[config.mk]
export PLATFORM = sky130hd
export DESIGN_NAME = addsub_result_stage_flat
export DESIGN_NICKNAME = d
export VERILOG_FILES = /design/src/rtl/addsub_result_stage_if.sv /design/src/rtl/addsub_result_stage.sv /design/src/flat_wrapper.sv
export SDC_FILE = /design/constraint.sdc
export NUM_CORES = 1
export LEC_CHECK = 0
export BUFFER_PORTS_ARGS = -buffer_cell sky130_fd_sc_hd__buf_2
export CORE_MARGIN = 2
export CORE_UTILIZATION = 30
export CTS_CLUSTER_SIZE = 25
export DETAILED_ROUTE_END_ITERATION = 6
export PLACE_DENSITY = 0.52
export SLEW_MARGIN = 20
export SYNTH_ARGS = -nofsm -noshare
export SYNTH_HDL_FRONTEND = slang
export SYNTH_SLANG_ARGS = --single-unit
[constraint.sdc]
create_clock -name clk -period 3.2 [get_ports clk]
set_clock_uncertainty 0.05 [all_clocks]
set_input_delay 0.48 -clock clk [delete_from_list [all_inputs] [get_ports clk]]
set_output_delay 0.48 -clock clk [all_outputs]
set_load 0.005 [all_outputs]
[src/rtl/addsub_result_stage_if.sv]
// Handshake bundle for the add/sub result capture stage.
//   in_*  : producer side (result, operands, mode, carry-out) with valid/ready
//   out_* : consumer side (FIFO head result and flags) with valid/ready
// slave  = the capture stage, master = the producer/consumer environment.
interface addsub_result_stage_if #(
    parameter int unsigned W = 4
);
    localparam int unsigned FLAG_W = 5;

    logic              in_valid;
    logic              in_ready;
    logic [W-1:0]      in_a;
    logic [W-1:0]      in_b;
    logic              in_mode;
    logic [W-1:0]      in_s;
    logic              in_cout;

    logic              out_valid;
    logic              out_ready;
    logic [W-1:0]      out_s;
    logic [FLAG_W-1:0] out_flags;

    modport slave (
        input  in_valid, in_a, in_b, in_mode, in_s, in_cout, out_ready,
        output in_ready, out_valid, out_s, out_flags
    );

    modport master (
        output in_valid, in_a, in_b, in_mode, in_s, in_cout, out_ready,
        input  in_ready, out_valid, out_s, out_flags
    );
endinterface

[src/rtl/addsub_result_stage.sv]
// Registered capture stage behind the 4-bit add/subtract datapath.
// Derives {ovf, neg, zero, borrow, carry} at push, buffers results in a
// 2-entry FIFO and keeps saturating counters of popped results/overflows.
// Ports:
//   clk, rst_n         : clock, asynchronous active-low reset
//   bus (slave)        : in_* valid/ready producer side, out_* valid/ready head
//   clr                : synchronous clear of the statistics counters only
//   res_count          : results popped (saturating)
//   ovf_count          : popped results with ovf=1 (saturating)
module addsub_result_stage #(
    parameter int unsigned W     = 4,
    parameter int unsigned CNT_W = 8
) (
    input  logic                 clk,
    input  logic                 rst_n,
    addsub_result_stage_if.slave bus,
    input  logic                 clr,
    output logic [CNT_W-1:0]     res_count,
    output logic [CNT_W-1:0]     ovf_count
);
    localparam int unsigned FLAG_W = 5;
    localparam int unsigned DEPTH  = 2;
    localparam int unsigned OVF_B  = 4;

    logic [W-1:0]      mem_s       [DEPTH];
    logic [FLAG_W-1:0] mem_flags   [DEPTH];
    logic [W-1:0]      mem_s_n     [DEPTH];
    logic [FLAG_W-1:0] mem_flags_n [DEPTH];

    logic              wr_ptr, wr_ptr_n;
    logic              rd_ptr, rd_ptr_n;
    logic [1:0]        count, count_n;
    logic [CNT_W-1:0]  res_count_n, ovf_count_n;

    logic              push_c, pop_c;
    logic [FLAG_W-1:0] in_flags_c;
    logic              ovf_c;

    // Flag derivation from the incoming result.
    always_comb begin
        ovf_c = 1'b0;
        if (bus.in_mode) begin
            ovf_c = (bus.in_a[W-1] != bus.in_b[W-1]) & (bus.in_s[W-1] != bus.in_a[W-1]);
        end else begin
            ovf_c = (bus.in_a[W-1] == bus.in_b[W-1]) & (bus.in_s[W-1] != bus.in_a[W-1]);
        end
        in_flags_c = {ovf_c,
                      bus.in_s[W-1],
                      (bus.in_s == '0),
                      ~bus.in_cout & bus.in_mode,
                      bus.in_cout & ~bus.in_mode};
    end

    // FIFO and counter next-state.
    always_comb begin
        push_c      = bus.in_valid & bus.in_ready;
        pop_c       = bus.out_valid & bus.out_ready;
        mem_s_n     = mem_s;
        mem_flags_n = mem_flags;
        wr_ptr_n    = wr_ptr;
        rd_ptr_n    = rd_ptr;
        count_n     = count;
        res_count_n = res_count;
        ovf_count_n = ovf_count;

        if (push_c) begin
            mem_s_n[wr_ptr]     = bus.in_s;
            mem_flags_n[wr_ptr] = in_flags_c;
            wr_ptr_n            = ~wr_ptr;
        end
        if (pop_c) begin
            rd_ptr_n = ~rd_ptr;
        end

        unique case ({push_c, pop_c})
            2'b10:   count_n = count + 2'd1;
            2'b01:   count_n = count - 2'd1;
            default: count_n = count;
        endcase

        // clr wins over a same-cycle increment; counters stick at all-ones.
        if (clr) begin
            res_count_n = '0;
            ovf_count_n = '0;
        end else if (pop_c) begin
            if (res_count != '1) begin
                res_count_n = res_count + CNT_W'(1);
            end
            if (bus.out_flags[OVF_B] && (ovf_count != '1)) begin
                ovf_count_n = ovf_count + CNT_W'(1);
            end
        end
    end

    // State and registered outputs; head outputs track the next read entry.
    always_ff @(posedge clk or negedge rst_n) begin
        if (!rst_n) begin
            mem_s         <= '{default: '0};
            mem_flags     <= '{default: '0};
            wr_ptr        <= 1'b0;
            rd_ptr        <= 1'b0;
            count         <= 2'd0;
            res_count     <= '0;
            ovf_count     <= '0;
            bus.in_ready  <= 1'b1;
            bus.out_valid <= 1'b0;
            bus.out_s     <= '0;
            bus.out_flags <= '0;
        end else begin
            mem_s         <= mem_s_n;
            mem_flags     <= mem_flags_n;
            wr_ptr        <= wr_ptr_n;
            rd_ptr        <= rd_ptr_n;
            count         <= count_n;
            res_count     <= res_count_n;
            ovf_count     <= ovf_count_n;
            bus.in_ready  <= (count_n != 2'd2);
            bus.out_valid <= (count_n != 2'd0);
            bus.out_s     <= mem_s_n[rd_ptr_n];
            bus.out_flags <= mem_flags_n[rd_ptr_n];
        end
    end
endmodule

[src/flat_wrapper.sv]
// flat-port wrapper written by rule: the top's interface ports become plain ports
module addsub_result_stage_flat 
#(
    parameter int unsigned W     = 4,
    parameter int unsigned CNT_W = 8
)
  (clk, rst_n, clr, res_count, ovf_count, bus_in_valid, bus_in_a, bus_in_b, bus_in_mode, bus_in_s, bus_in_cout, bus_out_ready, bus_in_ready, bus_out_valid, bus_out_s, bus_out_flags);
  addsub_result_stage_if #(.W(W)) bus_i ();
  input  logic clk;
  input  logic rst_n;
  input  logic clr;
  output logic [CNT_W-1:0] res_count;
  output logic [CNT_W-1:0] ovf_count;
  input wire logic [$bits(bus_i.in_valid)-1:0] bus_in_valid;
  input wire logic [$bits(bus_i.in_a)-1:0] bus_in_a;
  input wire logic [$bits(bus_i.in_b)-1:0] bus_in_b;
  input wire logic [$bits(bus_i.in_mode)-1:0] bus_in_mode;
  input wire logic [$bits(bus_i.in_s)-1:0] bus_in_s;
  input wire logic [$bits(bus_i.in_cout)-1:0] bus_in_cout;
  input wire logic [$bits(bus_i.out_ready)-1:0] bus_out_ready;
  output wire logic [$bits(bus_i.in_ready)-1:0] bus_in_ready;
  output wire logic [$bits(bus_i.out_valid)-1:0] bus_out_valid;
  output wire logic [$bits(bus_i.out_s)-1:0] bus_out_s;
  output wire logic [$bits(bus_i.out_flags)-1:0] bus_out_flags;
  assign bus_i.in_valid = bus_in_valid;
  assign bus_i.in_a = bus_in_a;
  assign bus_i.in_b = bus_in_b;
  assign bus_i.in_mode = bus_in_mode;
  assign bus_i.in_s = bus_in_s;
  assign bus_i.in_cout = bus_in_cout;
  assign bus_i.out_ready = bus_out_ready;
  assign bus_in_ready = bus_i.in_ready;
  assign bus_out_valid = bus_i.out_valid;
  assign bus_out_s = bus_i.out_s;
  assign bus_out_flags = bus_i.out_flags;
  addsub_result_stage #(.W(W), .CNT_W(CNT_W)) u_core (.clk(clk), .rst_n(rst_n), .bus(bus_i), .clr(clr), .res_count(res_count), .ovf_count(ovf_count));
endmodule
# Word-level counts from Yosys, hierarchy flattened
# Index checks and enable logic that the tools add are counted.
# W data, S select, Z words.
# op_classes
add_sub_neg,4
order_cmp,3
n_eq_ne,8
muxes,23
bitwise_logic,12
n_reduce_logical,9
# op_table
op,count
$mux W8,7
$mux W5,4
$add A8 B1 Y8 const B,2
$mux W4,4
$ne A8 B8 Y1 const B,2
$bwmux W10,1
$mux W10,1
$bwmux W8,1
$reduce_bool A2 Y1,4
$and A1 B1 Y1,6
$demux W5 S1,1
$demux W4 S1,1
$ge A2 B2 Y1 const B,2
$logic_not A4 Y1,1
$not A1 Y1,4
$not A1 Y2,2
$pmux W2 S2,1
$reduce_and A2 Y1,2
$add A2 B1 Y2 const B,1
$eq A2 B1 Y1 const B,1
$eq A2 B2 Y1 const B,1
$logic_and A1 B1 Y1,2
$lt A2 B1 Y1 const B,1
$mux W1,2
other kinds (4),5
# word_totals
register_bits,49
input_bits,19
output_inout_bits,27
word_cells,72

# Logic depth before layout (Yosys ltp)
# depth
ltp_word,10
depth_mapped,8
mapped_depth_nobuf,7

# Worst setup path after synthesis
# Ideal clock, no wire load.
# synth_timing
path_type,register to register
from,reg u_core.bus.in_ready
to,reg u_core.bus.out_valid
setup_time_ps,67
arrival_time_ps,1609
required_time_ps,3083
slack_ps,1474
path_stages_with_launch,8
path_buffers,1
synth_period_minus_slack_ps,1726
path_cell_list,dfstp_2 and2_1 buf_4 inv_2 ha_1 nor2_1 xor2_1 nand2b_1
# synth_between
elab_chain_len,4
elab_cells_between_ends,5
cone_classes,eq/ne (2); mux (1); bitwise (1); reduce/logical (1)
# synth_rtl
element,line,text
from (decl),addsub_result_stage_if.sv:25,"output in_ready, out_valid, out_s, out_flags"
from (signal assigned),addsub_result_stage.sv:117,bus.in_ready <= (count_n != 2'd2);
$and A1 B1 Y1 (*),addsub_result_stage.sv:56,push_c = bus.in_valid & bus.in_ready;
$eq A2 B1 Y1 / $eq A2 B2 Y1 (equally long branches),addsub_result_stage.sv:75,"unique case ({push_c, pop_c})"
$pmux W2 S2 (*),addsub_result_stage.sv:75,
via u_core.count_n[1],addsub_result_stage.sv:32,"logic [1:0] count, count_n;"
$reduce_bool A2 Y1 (*),addsub_result_stage.sv:118,bus.out_valid <= (count_n != 2'd0);
to (signal assigned),addsub_result_stage.sv:118,
to (decl),addsub_result_stage_if.sv:25,
# The timed path passes the listed nets; every way through them passes the cells marked *.
# A chain may end at the register's enable or synchronous reset.

# Final worst setup path
# layout_timing
from,reg u_core.bus.in_ready
to,reg u_core.bus.out_flags[0]
# layout_between
elab_chain_len,5
# layout_rtl
element,line,text
$and A1 B1 Y1,addsub_result_stage.sv:56,
$mux W10,addsub_result_stage.sv:66,if (push_c) begin
$mux W5 (implied by the code) (3 in series),addsub_result_stage.sv:120,bus.out_flags <= mem_flags_n[rd_ptr_n];
to (signal assigned),addsub_result_stage.sv:120,
to (decl),addsub_result_stage_if.sv:25,
# Every way passes these cells. The select of a mux whose other input is x is not followed.

==> load_flow_metrics.sql <==
INSERT INTO impl_metrics (metric_group, metric, value, unit) VALUES
('clock_tree', 'clock_insertion_delay_at_the_later_pin_of_the_skew_report', '0.30', 'ns'),
('critical_path', 'worstSetupPathType', 'reg -> reg', ''),
('placed_design', 'port-buffer-count', '39', ''),
('timing', 'final_max_tran_viols', '0', ''),
('global_routing', 'globalRouteMet2Util', '0.2116', ''),
('timing', 'maxClockFrequency', '462.8', 'MHz'),
('critical_path', 'wp_data_required', '3.31', 'ns'),
('floorplan', 'rows', '32', ''),
('timing', 'relSlewSlack', '0.5521', ''),
('timing', 'finalSetupViolCount', '0', ''),
('yosys', 'post_syn_nets', '258', ''),
('placed_design', 'placement.setup.worst_slack', '1.022', 'ns'),
('detailed_routing', 'drc_errors', '0', ''),
('timing', 'final.period_utilization', '0.6752', ''),
('final_layout', 'postLayoutCellArea', '2770', 'um^2'),
('yosys', 'synth_area_per_cell', '10.17', 'um^2'),
('critical_path', 'worst-r2r-cell-count', '5', ''),
('clock_tree', 'largest_buffer_count_on_any_clock_path', '2', ''),
('status', 'outcome', 'finished clean', ''),
('floorplan', 'starting_density_of_the_core', '0.3106', ''),
('yosys', 'synth_warnings', '0', ''),
('timing', 'rsz0062_at_grt', 'false', ''),
('clock_tree', 'cts_tree', 'built', ''),
('detailed_routing', 'routed-via-count', '1859', ''),
('global_routing', 'busiest_layer', 'met2', ''),
('timing', 'worstMarginPinSlew', '0.6700', 'ns'),
('final_layout', 'area.growth.synth_to_final', '15.43', '%'),
('placed_design', 'place.detailed.hpwl', '3727', 'um'),
('floorplan', 'std_cell_core_area', '7727', 'um^2'),
('global_routing', 'largest_net_degree_at_the_start_of_global_routing', '29', ''),
('final_layout', 'mostFrequentLayoutCells', 'sky130_fd_sc_hd__dfrtp_1 (48), sky130_fd_sc_hd__buf_2 (39), sky130_fd_sc_hd__nand2_1 (30)', ''),
('yosys', 'synth_unique_cells', '49', ''),
('detailed_routing', 'drt-total-wl', '5359', 'um'),
('critical_path', 'critPathLaunchType', 'flip-flop', ''),
('global_routing', 'grt_antenna_before_repair', '0', ''),
('global_routing', 'grt_overflow_total', '0', ''),
('detailed_routing', 'avg_vias_per_cell', '4.931', ''),
('critical_path', 'crit-reg2reg-launch', 'u_core.bus.in_ready', ''),
('global_routing', 'first_global_vias', '1841', ''),
('clock_tree', 'post_cts_resized', '0', ''),
('clock_tree', 'cts_inserted_buffers', '5', ''),
('yosys', 'edff_count_synth', '0', ''),
('floorplan', 'die-area', '8731', 'um^2'),
('detailed_routing', 'drt_iter0_drc', '46', ''),
('clock_tree', 'htree_levels', '2', ''),
('timing', 'finalHoldWorstSlack', '0.07699', 'ns'),
('critical_path', 'critical_path_arrival', '2.27', 'ns'),
('global_routing', 'grt_first_pass_wirelength', '8956', 'um'),
('clock_tree', 'post-cts-setup-buffer-count', '0', ''),
('final_layout', 'layout_cells_sized_above_1', '0.2073', ''),
('timing', 'setup_tns', '0', 'ns'),
('detailed_routing', 'drt.antenna.violating_nets', '0', ''),
('detailed_routing', 'routedWlPerCell', '14.21', 'um'),
('global_routing', 'global_route.usage.met1', '0.1731', ''),
('final_layout', 'design.final.nets', '296', ''),
('floorplan', 'die_h', '93.44', 'um'),
('placed_design', 'place.gp.congestion', '0.7533', ''),
('critical_path', 'setup.reg_to_reg.worst_slack', '1.04', 'ns'),
('critical_path', 'regToRegEndpoint', 'u_core.bus.out_flags[0]', ''),
('flow_run', 'maxCapViolations', '0', ''),
('critical_path', 'crit_path_end_kind', 'flip-flop', ''),
('global_routing', 'grt_util_all_layers', '0.1311', ''),
('yosys', 'proportion_of_synthesized_flip_flops_having_asynchronous_set_or_reset', '1.000', ''),
('global_routing', 'groute.layer.met3.usage', '0.02901', ''),
('pwr', 'leakagePower', '1.277', 'nW'),
('timing', 'hold_viol', '0', ''),
('detailed_routing', 'drt_first_pass_iters', '4', ''),
('clock_tree', 'clock-sinks', '49', ''),
('pwr', 'worst_ir_drop_vdd', '319.1', 'uV'),
('placed_design', 'postPlaceCellArea', '2676', 'um^2'),
('critical_path', 'cp_max_fo', '10', '');
[cell usage after synthesis, types with 2 or more instances]
library cell / instances / area, um^2
sky130_fd_sc_hd__inv_1: 4 / 15.01
sky130_fd_sc_hd__nand4_1: 5 / 31.28
sky130_fd_sc_hd__o32ai_1: 2 / 17.52
sky130_fd_sc_hd__mux2_2: 4 / 45.04
sky130_fd_sc_hd__a31oi_1: 2 / 12.51
sky130_fd_sc_hd__xnor2_1: 7 / 61.31
sky130_fd_sc_hd__mux2i_1: 10 / 100.1
sky130_fd_sc_hd__clkbuf_1: 5 / 18.77
sky130_fd_sc_hd__o31ai_1: 2 / 15.01
sky130_fd_sc_hd__a22oi_1: 2 / 15.01
sky130_fd_sc_hd__o22ai_1: 5 / 31.28
sky130_fd_sc_hd__buf_6: 2 / 22.52
sky130_fd_sc_hd__nand2b_1: 5 / 31.28
sky130_fd_sc_hd__xor2_1: 7 / 61.31
sky130_fd_sc_hd__o21ai_0: 5 / 25.02
sky130_fd_sc_hd__and2_1: 6 / 37.54
sky130_fd_sc_hd__nand2_1: 30 / 112.6
sky130_fd_sc_hd__a21oi_1: 2 / 10.01
sky130_fd_sc_hd__dfrtp_1: 48 / 1201
sky130_fd_sc_hd__nor4b_1: 2 / 17.52
sky130_fd_sc_hd__o21ai_1: 9 / 45.04
sky130_fd_sc_hd__o2bb2ai_1: 3 / 26.28
sky130_fd_sc_hd__a211oi_1: 4 / 30.03
sky130_fd_sc_hd__nor3_1: 6 / 30.03
sky130_fd_sc_hd__ha_1: 3 / 37.54
sky130_fd_sc_hd__and3_1: 2 / 12.51
sky130_fd_sc_hd__nor2_1: 23 / 86.33
sky130_fd_sc_hd__nand3_1: 10 / 50.05
[worst max path at each step]
stage                   startpoint                       to  depth (start not counted)
6_report       u_core.bus.in_ready  u_core.bus.out_flags[0]                          5
3_5_place_dp          bus_in_valid  u_core.bus.out_flags[0]                          6
4_1_cts        u_core.bus.in_ready  u_core.bus.out_flags[0]                          5
2_1_floorplan  u_core.bus.in_ready     u_core.bus.out_valid                          7
5_1_grt        u_core.bus.in_ready  u_core.bus.out_flags[4]                          5
3_3_place_gp          bus_in_valid  u_core.bus.out_flags[4]                          6
[worst max-delay path, stage by stage (launching register included)]
cell and delay (ns):
sky130_fd_sc_hd__dfstp_2 0.57, sky130_fd_sc_hd__and2_1 0.37, sky130_fd_sc_hd__inv_2 0.19, sky130_fd_sc_hd__nor3_1 0.55
sky130_fd_sc_hd__o2bb2ai_1 0.19, sky130_fd_sc_hd__o32ai_1 0.12
[final cells by class]
type	count	area (um^2)	share of cell area
multi-input combinational	172	1094	0.3948
sequential	49	1227	0.4431
tap	102	127.6	0.04607
timing repair buffer	40	202.7	0.07317
clock inverter	1	7.507	0.002710
inverter	6	25.02	0.009033
clock buffer	7	86.33	0.03117
[per-layer routing]
layer,vias to the layer above,share of wire
met2,51,0.46
met5,-,0
li1,913,-
met1,888,0.48
met3,7,0.053
met4,0,0.011
[state kept, by name, summed over array words and instances (netlist names)]
signal / count
u_core.mem_s: 8
u_core.bus.out_valid: 1
u_core.bus.out_s: 4
u_core.res_count: 8
u_core.bus.in_ready: 1
u_core.bus.out_flags: 5
u_core.mem_flags: 10
u_core.rd_ptr: 1
u_core.ovf_count: 8
u_core.wr_ptr: 1
u_core.count: 2
[cell families after synthesis]
kind of cell / share of synthesized area
adder cells (fa/ha/maj): 0.01564
XOR/XNOR: 0.05110
flip-flops: 0.5115
buffers and inverters: 0.03284
AND/OR/NAND/NOR: 0.2002
AO/OA/AOI/OAI: 0.1236
multiplexers: 0.06517
[report_power, final]
group	total [mW]	internal (mW)	leakage (nW)	switching [mW]
registers	0.944	0.821	0.630	0.123
logic	0.766	0.331	0.603	0.435
clock network	0.387	0.176	0.0445	0.211
total	2.10	1.33	1.28	0.770
[through the flow]
| step | std cells | total power, mW | utilization |
|---|---|---|---|
| floorplan | 236 | 1.511 | - |
| global placement | 369 | 1.713 | 0.3463 |
| detailed placement | 369 | 1.730 | 0.3463 |
| CTS | 377 | 2.130 | 0.3585 |
| global route | 377 | 2.264 | 0.3585 |
| finish | 377 | 2.098 | 0.3585 |
(Power assumes the default switching activity.)
